--- src/rtl/layer_output_collector_pkg.sv ---
// Shared definitions for the layer output collector.
//   state_t   : collector FSM states (2-bit encoding)
//   idx_width : width of the beat index for a given neuron count.
//               The result is never less than 1, so that NUM_NEURONS=1
//               still gets a real register.
package layer_output_collector_pkg;

  typedef enum logic [1:0] {
    ST_IDLE    = 2'd0,
    ST_COLLECT = 2'd1,
    ST_STREAM  = 2'd2
  } state_t;

  function automatic int idx_width(input int n);
    return (n <= 1) ? 1 : $clog2(n);
  endfunction

endpackage

--- src/rtl/layer_output_slot.sv ---
// One capture slot: a WIDTH-bit value register plus its "captured" mask bit.
// The first valid after a clear wins. Later valids are ignored until the
// next clear.
// Ports:
//   CLK, RSTN  : clock, synchronous active-low reset
//   clear      : drop the captured flag (the value is left as is)
//   valid      : capture request
//   value      : value to capture
//   held_value : captured value
//   captured   : slot holds a value for the current pass
module layer_output_slot #(
  parameter int WIDTH = 8
) (
  input  logic             CLK,
  input  logic             RSTN,
  input  logic             clear,
  input  logic             valid,
  input  logic [WIDTH-1:0] value,
  output logic [WIDTH-1:0] held_value,
  output logic             captured
);

  always_ff @(posedge CLK) begin
    if (!RSTN) begin
      held_value <= '0;
      captured   <= 1'b0;
    end else if (clear) begin
      captured <= 1'b0;
    end else if (valid && !captured) begin
      held_value <= value;
      captured   <= 1'b1;
    end
  end

endmodule

--- src/rtl/layer_output_collector.sv ---
// Collects one result per neuron of a layer, in any order, then streams the
// results in neuron-index order to the next layer. It also keeps a sticky
// layer-wide overflow flag.
// Ports:
//   CLK, RSTN          : clock, synchronous active-low reset
//   START              : arm a new collection (honoured in IDLE only)
//   NEURON_VALUE_IN    : packed neuron values, neuron i at [i*WIDTH +: WIDTH]
//   NEURON_VALID_IN    : per-neuron result-valid pulses
//   NEURON_OVERFLOW_IN : per-neuron overflow flags
//   DOWN_READY         : downstream accepts the current beat
//   VALUE_OUT          : streamed value
//   VALID_OUT          : VALUE_OUT is valid
//   LAST_OUT           : current beat belongs to neuron NUM_NEURONS-1
//   LAYER_OVERFLOW     : sticky OR of the neuron overflows for this pass
//   BUSY               : collecting or streaming
//   DONE               : one-cycle pulse after the last beat is accepted
//
// Handshake: a beat transfers on any rising CLK edge where VALID_OUT and
// DOWN_READY are both 1. VALID_OUT never depends combinationally on
// DOWN_READY. Once VALID_OUT is raised, VALUE_OUT, VALID_OUT and LAST_OUT
// stay stable until the beat transfers.
module layer_output_collector
  import layer_output_collector_pkg::*;
#(
  parameter int NUM_NEURONS = 4,
  parameter int WIDTH       = 8
) (
  input  logic                         CLK,
  input  logic                         RSTN,
  input  logic                         START,
  input  logic [NUM_NEURONS*WIDTH-1:0] NEURON_VALUE_IN,
  input  logic [NUM_NEURONS-1:0]       NEURON_VALID_IN,
  input  logic [NUM_NEURONS-1:0]       NEURON_OVERFLOW_IN,
  input  logic                         DOWN_READY,
  output logic signed [WIDTH-1:0]      VALUE_OUT,
  output logic                         VALID_OUT,
  output logic                         LAST_OUT,
  output logic                         LAYER_OVERFLOW,
  output logic                         BUSY,
  output logic                         DONE
);

  localparam int IDX_W = idx_width(NUM_NEURONS);
  localparam logic [IDX_W-1:0] LAST_IDX = IDX_W'(NUM_NEURONS - 1);

  state_t state_q, state_d;

  logic [IDX_W-1:0]       idx_q;
  logic [IDX_W-1:0]       idx_nx;
  logic                   first_stream_q;
  logic [NUM_NEURONS-1:0] captured;
  logic [NUM_NEURONS-1:0] cap_req;
  logic [WIDTH-1:0]       held [NUM_NEURONS];
  logic                   clear_slots;
  logic                   all_captured;
  logic                   xfer;
  logic                   is_last;
  logic [WIDTH-1:0]       slot0_eff;

  // Neuron valids only count while collecting.
  assign cap_req = NEURON_VALID_IN & {NUM_NEURONS{state_q == ST_COLLECT}};

  genvar gi;
  generate
    for (gi = 0; gi < NUM_NEURONS; gi++) begin : g_slot
      layer_output_slot #(.WIDTH(WIDTH)) u_slot (
        .CLK        (CLK),
        .RSTN       (RSTN),
        .clear      (clear_slots),
        .valid      (cap_req[gi]),
        .value      (NEURON_VALUE_IN[gi*WIDTH +: WIDTH]),
        .held_value (held[gi]),
        .captured   (captured[gi])
      );
    end
  endgenerate

  // Completion includes this cycle's captures, so streaming starts on the
  // edge that writes the final slot.
  assign all_captured = &(captured | cap_req);
  assign xfer         = VALID_OUT & DOWN_READY;
  assign is_last      = (idx_q == LAST_IDX);
  assign idx_nx       = idx_q + IDX_W'(1);
  // Slot 0 may be written on the same edge that launches the stream.
  // In that case, forward the incoming value.
  assign slot0_eff    = captured[0] ? held[0] : NEURON_VALUE_IN[WIDTH-1:0];

  always_ff @(posedge CLK) begin
    if (!RSTN) state_q <= ST_IDLE;
    else       state_q <= state_d;
  end

  always_comb begin
    state_d     = state_q;
    clear_slots = 1'b0;
    case (state_q)
      ST_IDLE: begin
        if (START) begin
          state_d     = ST_COLLECT;
          clear_slots = 1'b1;
        end
      end
      ST_COLLECT: begin
        if (all_captured) state_d = ST_STREAM;
      end
      ST_STREAM: begin
        if (xfer && is_last) state_d = ST_IDLE;
      end
      default: state_d = ST_IDLE;
    endcase
  end

  always_ff @(posedge CLK) begin
    if (!RSTN) begin
      VALUE_OUT      <= '0;
      VALID_OUT      <= 1'b0;
      LAST_OUT       <= 1'b0;
      LAYER_OVERFLOW <= 1'b0;
      BUSY           <= 1'b0;
      DONE           <= 1'b0;
      idx_q          <= '0;
      first_stream_q <= 1'b0;
    end else begin
      DONE           <= 1'b0;
      first_stream_q <= 1'b0;
      BUSY           <= (state_d != ST_IDLE);
      case (state_q)
        ST_IDLE: begin
          if (START) LAYER_OVERFLOW <= 1'b0;
        end
        ST_COLLECT: begin
          LAYER_OVERFLOW <= LAYER_OVERFLOW | (|NEURON_OVERFLOW_IN);
          if (all_captured) begin
            VALID_OUT      <= 1'b1;
            VALUE_OUT      <= slot0_eff;
            LAST_OUT       <= (NUM_NEURONS == 1);
            idx_q          <= '0;
            first_stream_q <= 1'b1;
          end
        end
        ST_STREAM: begin
          // A neuron's registered overflow lags its valid pulse by one
          // cycle. Sampling once more here catches the final neuron's flag.
          if (first_stream_q)
            LAYER_OVERFLOW <= LAYER_OVERFLOW | (|NEURON_OVERFLOW_IN);
          if (xfer) begin
            if (is_last) begin
              VALID_OUT <= 1'b0;
              LAST_OUT  <= 1'b0;
              DONE      <= 1'b1;
              idx_q     <= '0;
            end else begin
              idx_q     <= idx_nx;
              VALUE_OUT <= held[idx_nx];
              LAST_OUT  <= (idx_nx == LAST_IDX);
            end
          end
        end
        default: ;
      endcase
    end
  end

endmodule
--- config.mk ---
export PLATFORM = sky130hd
export DESIGN_NAME = layer_output_collector
export DESIGN_NICKNAME = d
export VERILOG_FILES = /design/src/rtl/layer_output_collector_pkg.sv /design/src/rtl/layer_output_slot.sv /design/src/rtl/layer_output_collector.sv
export SDC_FILE = /design/constraint.sdc
export NUM_CORES = 1
export LEC_CHECK = 0
export CAP_MARGIN = 20
export CELL_PAD_IN_SITES_DETAIL_PLACEMENT = 1
export CELL_PAD_IN_SITES_GLOBAL_PLACEMENT = 1
export CORE_ASPECT_RATIO = 1.2
export CORE_MARGIN = 2
export CORE_UTILIZATION = 39
export CTS_CLUSTER_SIZE = 12
export DETAILED_ROUTE_END_ITERATION = 8
export GPL_TIMING_DRIVEN = 0
export PLACE_DENSITY = 0.82
export SLEW_MARGIN = 20
export SYNTH_ARGS = -nofsm -noshare
export SYNTH_HDL_FRONTEND = slang
export SYNTH_SLANG_ARGS = --single-unit
--- constraint.sdc ---
create_clock -name CLK -period 2.8 [get_ports CLK]
set_input_delay 0.56 -clock CLK [delete_from_list [all_inputs] [get_ports CLK]]
set_output_delay 0.56 -clock CLK [all_outputs]
set_load 0.005 [all_outputs]
After elaboration in Yosys (flattened, before gate mapping)
Index checks and enable logic that the tools add are counted.
{"block": "totals", "reg_bits": 54, "input_bits": 44, "out_inout_bits": 13}
{"block": "classes", "n_addsub": 1, "magnitude_cmp": 1, "eq_ne": 10, "mux": 31, "n_bitwise": 7, "reduce_logical": 26}
{"cell": "8-bit two-way mux", "n": 6}
{"cell": "8-bit binary-select mux with 2-bit select", "n": 1}
{"cell": "8-bit case mux with 2 select lines", "n": 1}
{"cell": "1-bit two-way mux", "n": 12}
{"cell": "2-bit two-way mux", "n": 6}
{"cell": "2-bit inequality test, second input constant", "n": 6}
{"cell": "4-bit AND reduction", "n": 3}
{"cell": "2-bit AND reduction", "n": 5}
{"cell": "3-bit AND reduction", "n": 3}
{"cell": "2-bit == test, second input constant", "n": 3}
{"cell": "2-bit case mux with 3 select lines", "n": 1}
{"cell": "1-bit logical AND", "n": 5}
{"cell": "4-bit bitwise AND", "n": 1}
{"cell": "1-bit logical NOT", "n": 4}
{"cell": "4-bit bitwise OR", "n": 1}
{"cell": "1-bit case mux with 2 select lines", "n": 2}
{"cell": "2-bit case mux with 2 select lines", "n": 1}
{"cell": "2-bit nonzero test", "n": 2}
{"cell": "4-bit OR reduction", "n": 1}
{"cell": "3-bit >= comparator, second input constant", "n": 1}
{"cell": "2-bit NOT with 3-bit output", "n": 1}
{"cell": "1-bit case mux with 3 select lines", "n": 1}
{"cell": "3-bit nonzero test", "n": 1}
{"cell": "2-bit by 1-bit adder with 2-bit output, second input constant", "n": 1}
{"cell": "other kinds (6)", "n": 7}

Logic depth before layout (Yosys ltp)
{"block": "depth", "word_depth": 8, "depth_mapped": 8}

Cells and area by module
A second synthesis with hierarchy kept.
{"block": "hier_totals", "cells_unflattened": 298, "area_unflattened_um2": 2826.5}
{"module": "layer_output_slot", "instances": 4, "cells_each": 39, "area_per_inst_um2": 370.4, "seq_area_each_um2": 180.2}
{"module": "layer_output_collector", "instances": 1, "cells_each": 142, "area_per_inst_um2": 1345.0, "seq_area_each_um2": 360.3}

Least setup slack after synthesis
Ideal clock, no wire load.
{"block": "synth_path", "kind": "reg2reg", "from": "register idx_q[0]", "to": "register VALUE_OUT[3]", "setup_ns": 0.116, "arrival_ns": 1.975, "required_time_ns": 2.684, "setup_slack_ns": 0.709, "stages_incl_launch_ff": 9, "n_path_buf": 2, "period_less_slack_ns": 2.091, "cell_sequence": "dfxtp_1 -> buf_2 -> inv_1 -> ha_1 -> buf_2 -> mux4_2 -> nor2_1 -> a211oi_1 -> a31o_1"}
{"block": "synth_between", "elab_chain_len": 8}
{"item": "from (decl)", "line": "layer_output_collector.sv:48", "rtl": "logic [IDX_W-1:0] idx_q;"}
{"item": "from (signal assigned)", "line": "layer_output_collector.sv:153", "rtl": "idx_q <= idx_nx;"}
{"item": "2-bit by 1-bit adder with 2-bit output", "line": "layer_output_collector.sv:83", "rtl": "assign idx_nx = idx_q + IDX_W'(1);"}
{"item": "2-bit NOT with 3-bit output (not written as such)", "line": "layer_output_collector.sv:154", "rtl": "VALUE_OUT <= held[idx_nx];"}
{"item": "8-bit binary-select mux with 2-bit select", "line": "layer_output_collector.sv:154"}
{"item": "8-bit two-way mux (not written as such) (2 in a row)", "line": "layer_output_collector.sv:154"}
{"item": "8-bit two-way mux", "line": "layer_output_collector.sv:147", "rtl": "if (is_last) begin"}
{"item": "8-bit two-way mux", "line": "layer_output_collector.sv:146", "rtl": "if (xfer) begin"}
{"item": "8-bit case mux with 2 select lines", "line": "layer_output_collector.sv:127", "rtl": "case (state_q)"}
{"item": "to (signal assigned)", "line": "layer_output_collector.sv:135", "rtl": "VALUE_OUT <= slot0_eff;"}
{"item": "to (signal assigned)", "line": "layer_output_collector.sv:154"}
{"item": "to (decl)", "line": "layer_output_collector.sv:35", "rtl": "output logic signed [WIDTH-1:0] VALUE_OUT,"}
Parallel ways exist; a longest one is shown, timed or not. The select of a mux whose other input is x is not followed.
A chain may end at the register's enable or synchronous reset.

Worst setup path after layout
{"block": "layout_path", "from": "register idx_q[0]", "to": "register VALUE_OUT[5]"}
Same word-level chain as after synthesis.

==> out/summary.log <==
[floorplan] placeable core region 6450 um2
[timing] setup repair after global routing missed its margin false
[timing] Final Worst Setup Slack 0.320 ns
[clock_network] post_cts resized 0
[global_routing] vias in the first global route 2224
[route] overall via count from detail_route 2126
[yosys] cell type with the largest total area after synthesis sky130_fd_sc_hd__dfxtp_1
[yosys] yosys synthesis warning count 0
[global_routing] wire length of the first global-routing pass 11000 um
[route] number of DRC markers after the initial detailed-route iteration 86
[final_layout] area taken by flip-flops and latches 1080 um2
[floorplan] die boundary width 78.8 um
[job] count of max-cap constraint violations 0
[yosys] gate count after technology mapping 256
[global_routing] number of antenna violations at the first check in global routing 0
[yosys] top post-synthesis cells by area sky130_fd_sc_hd__dfxtp_1, sky130_fd_sc_hd__mux2i_1, sky130_fd_sc_hd__mux4_2, sky130_fd_sc_hd__nor2_1, sky130_fd_sc_hd__ha_1
[route] remaining antenna violation count 0
[yosys] sequential share of the synthesized area 0.413
[clock_network] clock root buffer sky130_fd_sc_hd__clkbuf_8
[critical_path] required time of the critical path 3.02 ns
[placement] Port Buffer Count 55
[placement] pre-CTS setup slack 0.361 ns
[placement] final weighted congestion in routability-driven placement 0.812
[critical_path] Crit Reg-Reg Startpoint idx_q[0]$_SDFFE_PN0P_
[global_routing] largest net degree at the start of global routing 18
[final_layout] multi-input combinational cell area 1410 um2
[yosys] unique cell type count in the Yosys netlist 43
[floorplan] die area 7390 um2
[final_layout] net total in the final layout 368
[route] average detailed-routed wire length per instance 16.9 um
[route] final WL 6820 um
[floorplan] initial cell density of the core 0.406
[timing] maximum clock rate 403 MHz
[critical_path] worst setup path start idx_q[0]$_SDFFE_PN0P_
[placement] Final HPWL DP 5200 um
[yosys] average cell area after synthesis 10.2 um2
[yosys] post-synth design cell area 2620 um2
[critical_path] largest driver fanout on the critical path 10
[global_routing] GRT Resource Usage Total 0.195
[worst_hold_path] Tightest Hold Check Type reg2reg
[critical_path] Worst Path Class, Setup reg2reg
[route] detailed-router iteration count before antenna repair 4
[timing] final worst-path cycle share 0.886
[yosys] number of enable-type register cells in the synthesized netlist 0
[clock_network] number of sinks handled by clock tree synthesis 54
[route] Post-route DRC 0
[worst_hold_path] worst min-delay path startpoint LAST_OUT$_SDFFE_PN0P_
[yosys] Yosys top cell area share 0.413
[clock_network] post-CTS setup repair buffer count 0
[critical_path] arrival time of data at the critical path endpoint 2.70 ns
[timing] pin slew with the least headroom to its limit 0.557 ns
[timing] Final Hold Slack 0.506 ns
[clock_network] number of buffers added by the clock tree synthesis step 5
[timing] Final Max Tran Viols 0
[power] Leak 0.00145 uW
[final_layout] Filler Cells Inserted 724
[clock_network] Worst-Skew Late Latency 0.31 ns
[yosys] proportion of register bits with asynchronous set or reset after synthesis 0
[final_layout] Syn-to-layout area delta 28.9%
[clock_network] number of buffers between clock root and the deepest sink 2
[timing] final setup TNS 0 ns
[timing] final setup skew 0.00893 ns
[floorplan] Die Span Y 93.7 um
[clock_network] TritonCTS clock tree built
[critical_path] Worst Setup End Kind register
[floorplan] Top-Level Pins 57
[power] Max IR drop VDD 0.292 mV
[timing] final critical path time including I/O delays and setup 2.48 ns
[final_layout] highest-count cells in the layout ignoring fill and taps sky130_fd_sc_hd__clkdlybuf4s50_1, sky130_fd_sc_hd__dfxtp_1, sky130_fd_sc_hd__nor2_1
[yosys] synthesis-stage register bit count 54
[status] status completed
[final_layout] most common cell after layout, fill and taps aside sky130_fd_sc_hd__clkdlybuf4s50_1
[final_layout] Ant. Diodes 0
[timing] count of final hold-check violations 0
[final_layout] share of final-layout standard cells stronger than drive strength 1 0.125
[critical_path] kind of start point of the critical path register
[clock_network] Max H-tree Level 2
[global_routing] total global routing overflow 0
[yosys] total nets after synthesis 306
[floorplan] row cnt 32
[yosys] dominant synthesized flop cell sky130_fd_sc_hd__dfxtp_1
[timing] final number of setup-violating endpoints 0
[clock_network] post-cts hold buffer count 0
[power] Power Density 465 nW/um2
[route] mean number of vias per cell 5.26
[clock_network] clock transition time at the flip-flop clock pins of the worst setup and hold paths 0.10 ns
[timing] worst relative slew slack 0.625
## where the power goes
part / leakage (uW) / switching [uW] / internal [uW]
clock network: 0.0000478 / 269 / 204
logic: 0.000963 / 128 / 153
registers: 0.000438 / 17.3 / 799
## stage by stage
stage	area, um2	util	power (uW)	std cells
2_1_floorplan	2620	-	986	256
3_5_place_dp	3270	0.508	1120	396
5_1_grt	3370	0.523	1640	404
4_1_cts	3370	0.523	1590	404
6_report	3370	0.523	1570	404
3_3_place_gp	3270	0.508	1110	396
## metal layers
layer / part of all wire / wire, um / track usage
met5: 0 / 0 / 0
met4: 0.015 / 105 / 0.0687
met3: 0.023 / 154 / 0.0260
met2: 0.52 / 3570 / 0.356
met1: 0.44 / 2990 / 0.232
## worst paths after layout
kind	end	slack (ns)	cells past startpoint
worst max-delay path	VALUE_OUT[5]$_SDFFE_PN0P_	0.32	8
worst min-delay path	LAST_OUT$_SDFFE_PN0P_	0.51	2
worst max register to register	VALUE_OUT[5]$_SDFFE_PN0P_	0.32	8
worst min register to register	LAST_OUT$_SDFFE_PN0P_	0.51	2
## kinds of logic (layout without fill, tap and decap cells)
| logic type | Yosys count | in the layout | share of synthesized area |
|---|---|---|---|
| compound gates | 43 | 43 | 0.144 |
| fa+ha+maj | 6 | 6 | 0.0287 |
| buf+inv | 24 | 87 | 0.0478 |
| flops | 54 | 54 | 0.413 |
| mux | 48 | 48 | 0.222 |
| simple gates | 81 | 81 | 0.145 |
## registers in the layout, indices dropped and copies added, names as in the netlist
name / cells
VALID_OUT: 1
idx_q: 2
state_q: 2
g_slot.u_slot.held_value: 32
BUSY: 1
LAYER_OVERFLOW: 1
first_stream_q: 1
LAST_OUT: 1
DONE: 1
VALUE_OUT: 8
g_slot.u_slot.captured: 4
## final cells by class
| class | instances | area share |
|---|---|---|
| inverters | 5 | 0.00556 |
| well taps | 85 | 0.0315 |
| repair buffers | 55 | 0.163 |
| flip-flops and latches | 54 | 0.320 |
| clock buffers | 6 | 0.0245 |
| plain buffers | 19 | 0.0315 |
| multi-input cells | 178 | 0.418 |
| clock inverters | 2 | 0.00482 |
## synthesized netlist by cell type, types with 2 or more instances
master / instances
sky130_fd_sc_hd__nor4_1: 3
sky130_fd_sc_hd__a31o_1: 8
sky130_fd_sc_hd__a21oi_1: 13
sky130_fd_sc_hd__nand2_1: 13
sky130_fd_sc_hd__buf_6: 2
sky130_fd_sc_hd__clkbuf_1: 7
sky130_fd_sc_hd__nand3b_1: 4
sky130_fd_sc_hd__buf_2: 7
sky130_fd_sc_hd__a211oi_1: 9
sky130_fd_sc_hd__buf_4: 2
sky130_fd_sc_hd__mux4_2: 8
sky130_fd_sc_hd__ha_1: 6
sky130_fd_sc_hd__o32ai_2: 2
sky130_fd_sc_hd__mux2i_1: 40
sky130_fd_sc_hd__dfxtp_1: 54
sky130_fd_sc_hd__inv_1: 4
sky130_fd_sc_hd__nor3_1: 2
sky130_fd_sc_hd__nor2_1: 46
sky130_fd_sc_hd__and3_1: 2
## worst max-delay path: stages (launching register included)
cell and delay, ns:
sky130_fd_sc_hd__dfxtp_1 0.34, sky130_fd_sc_hd__buf_2 0.29, sky130_fd_sc_hd__inv_1 0.12, sky130_fd_sc_hd__ha_1 0.29
sky130_fd_sc_hd__buf_2 0.29, sky130_fd_sc_hd__mux4_2 0.57, sky130_fd_sc_hd__nor2_1 0.14, sky130_fd_sc_hd__a211oi_1 0.09
sky130_fd_sc_hd__a31o_1 0.25
Power figures use the tool's default switching activity.
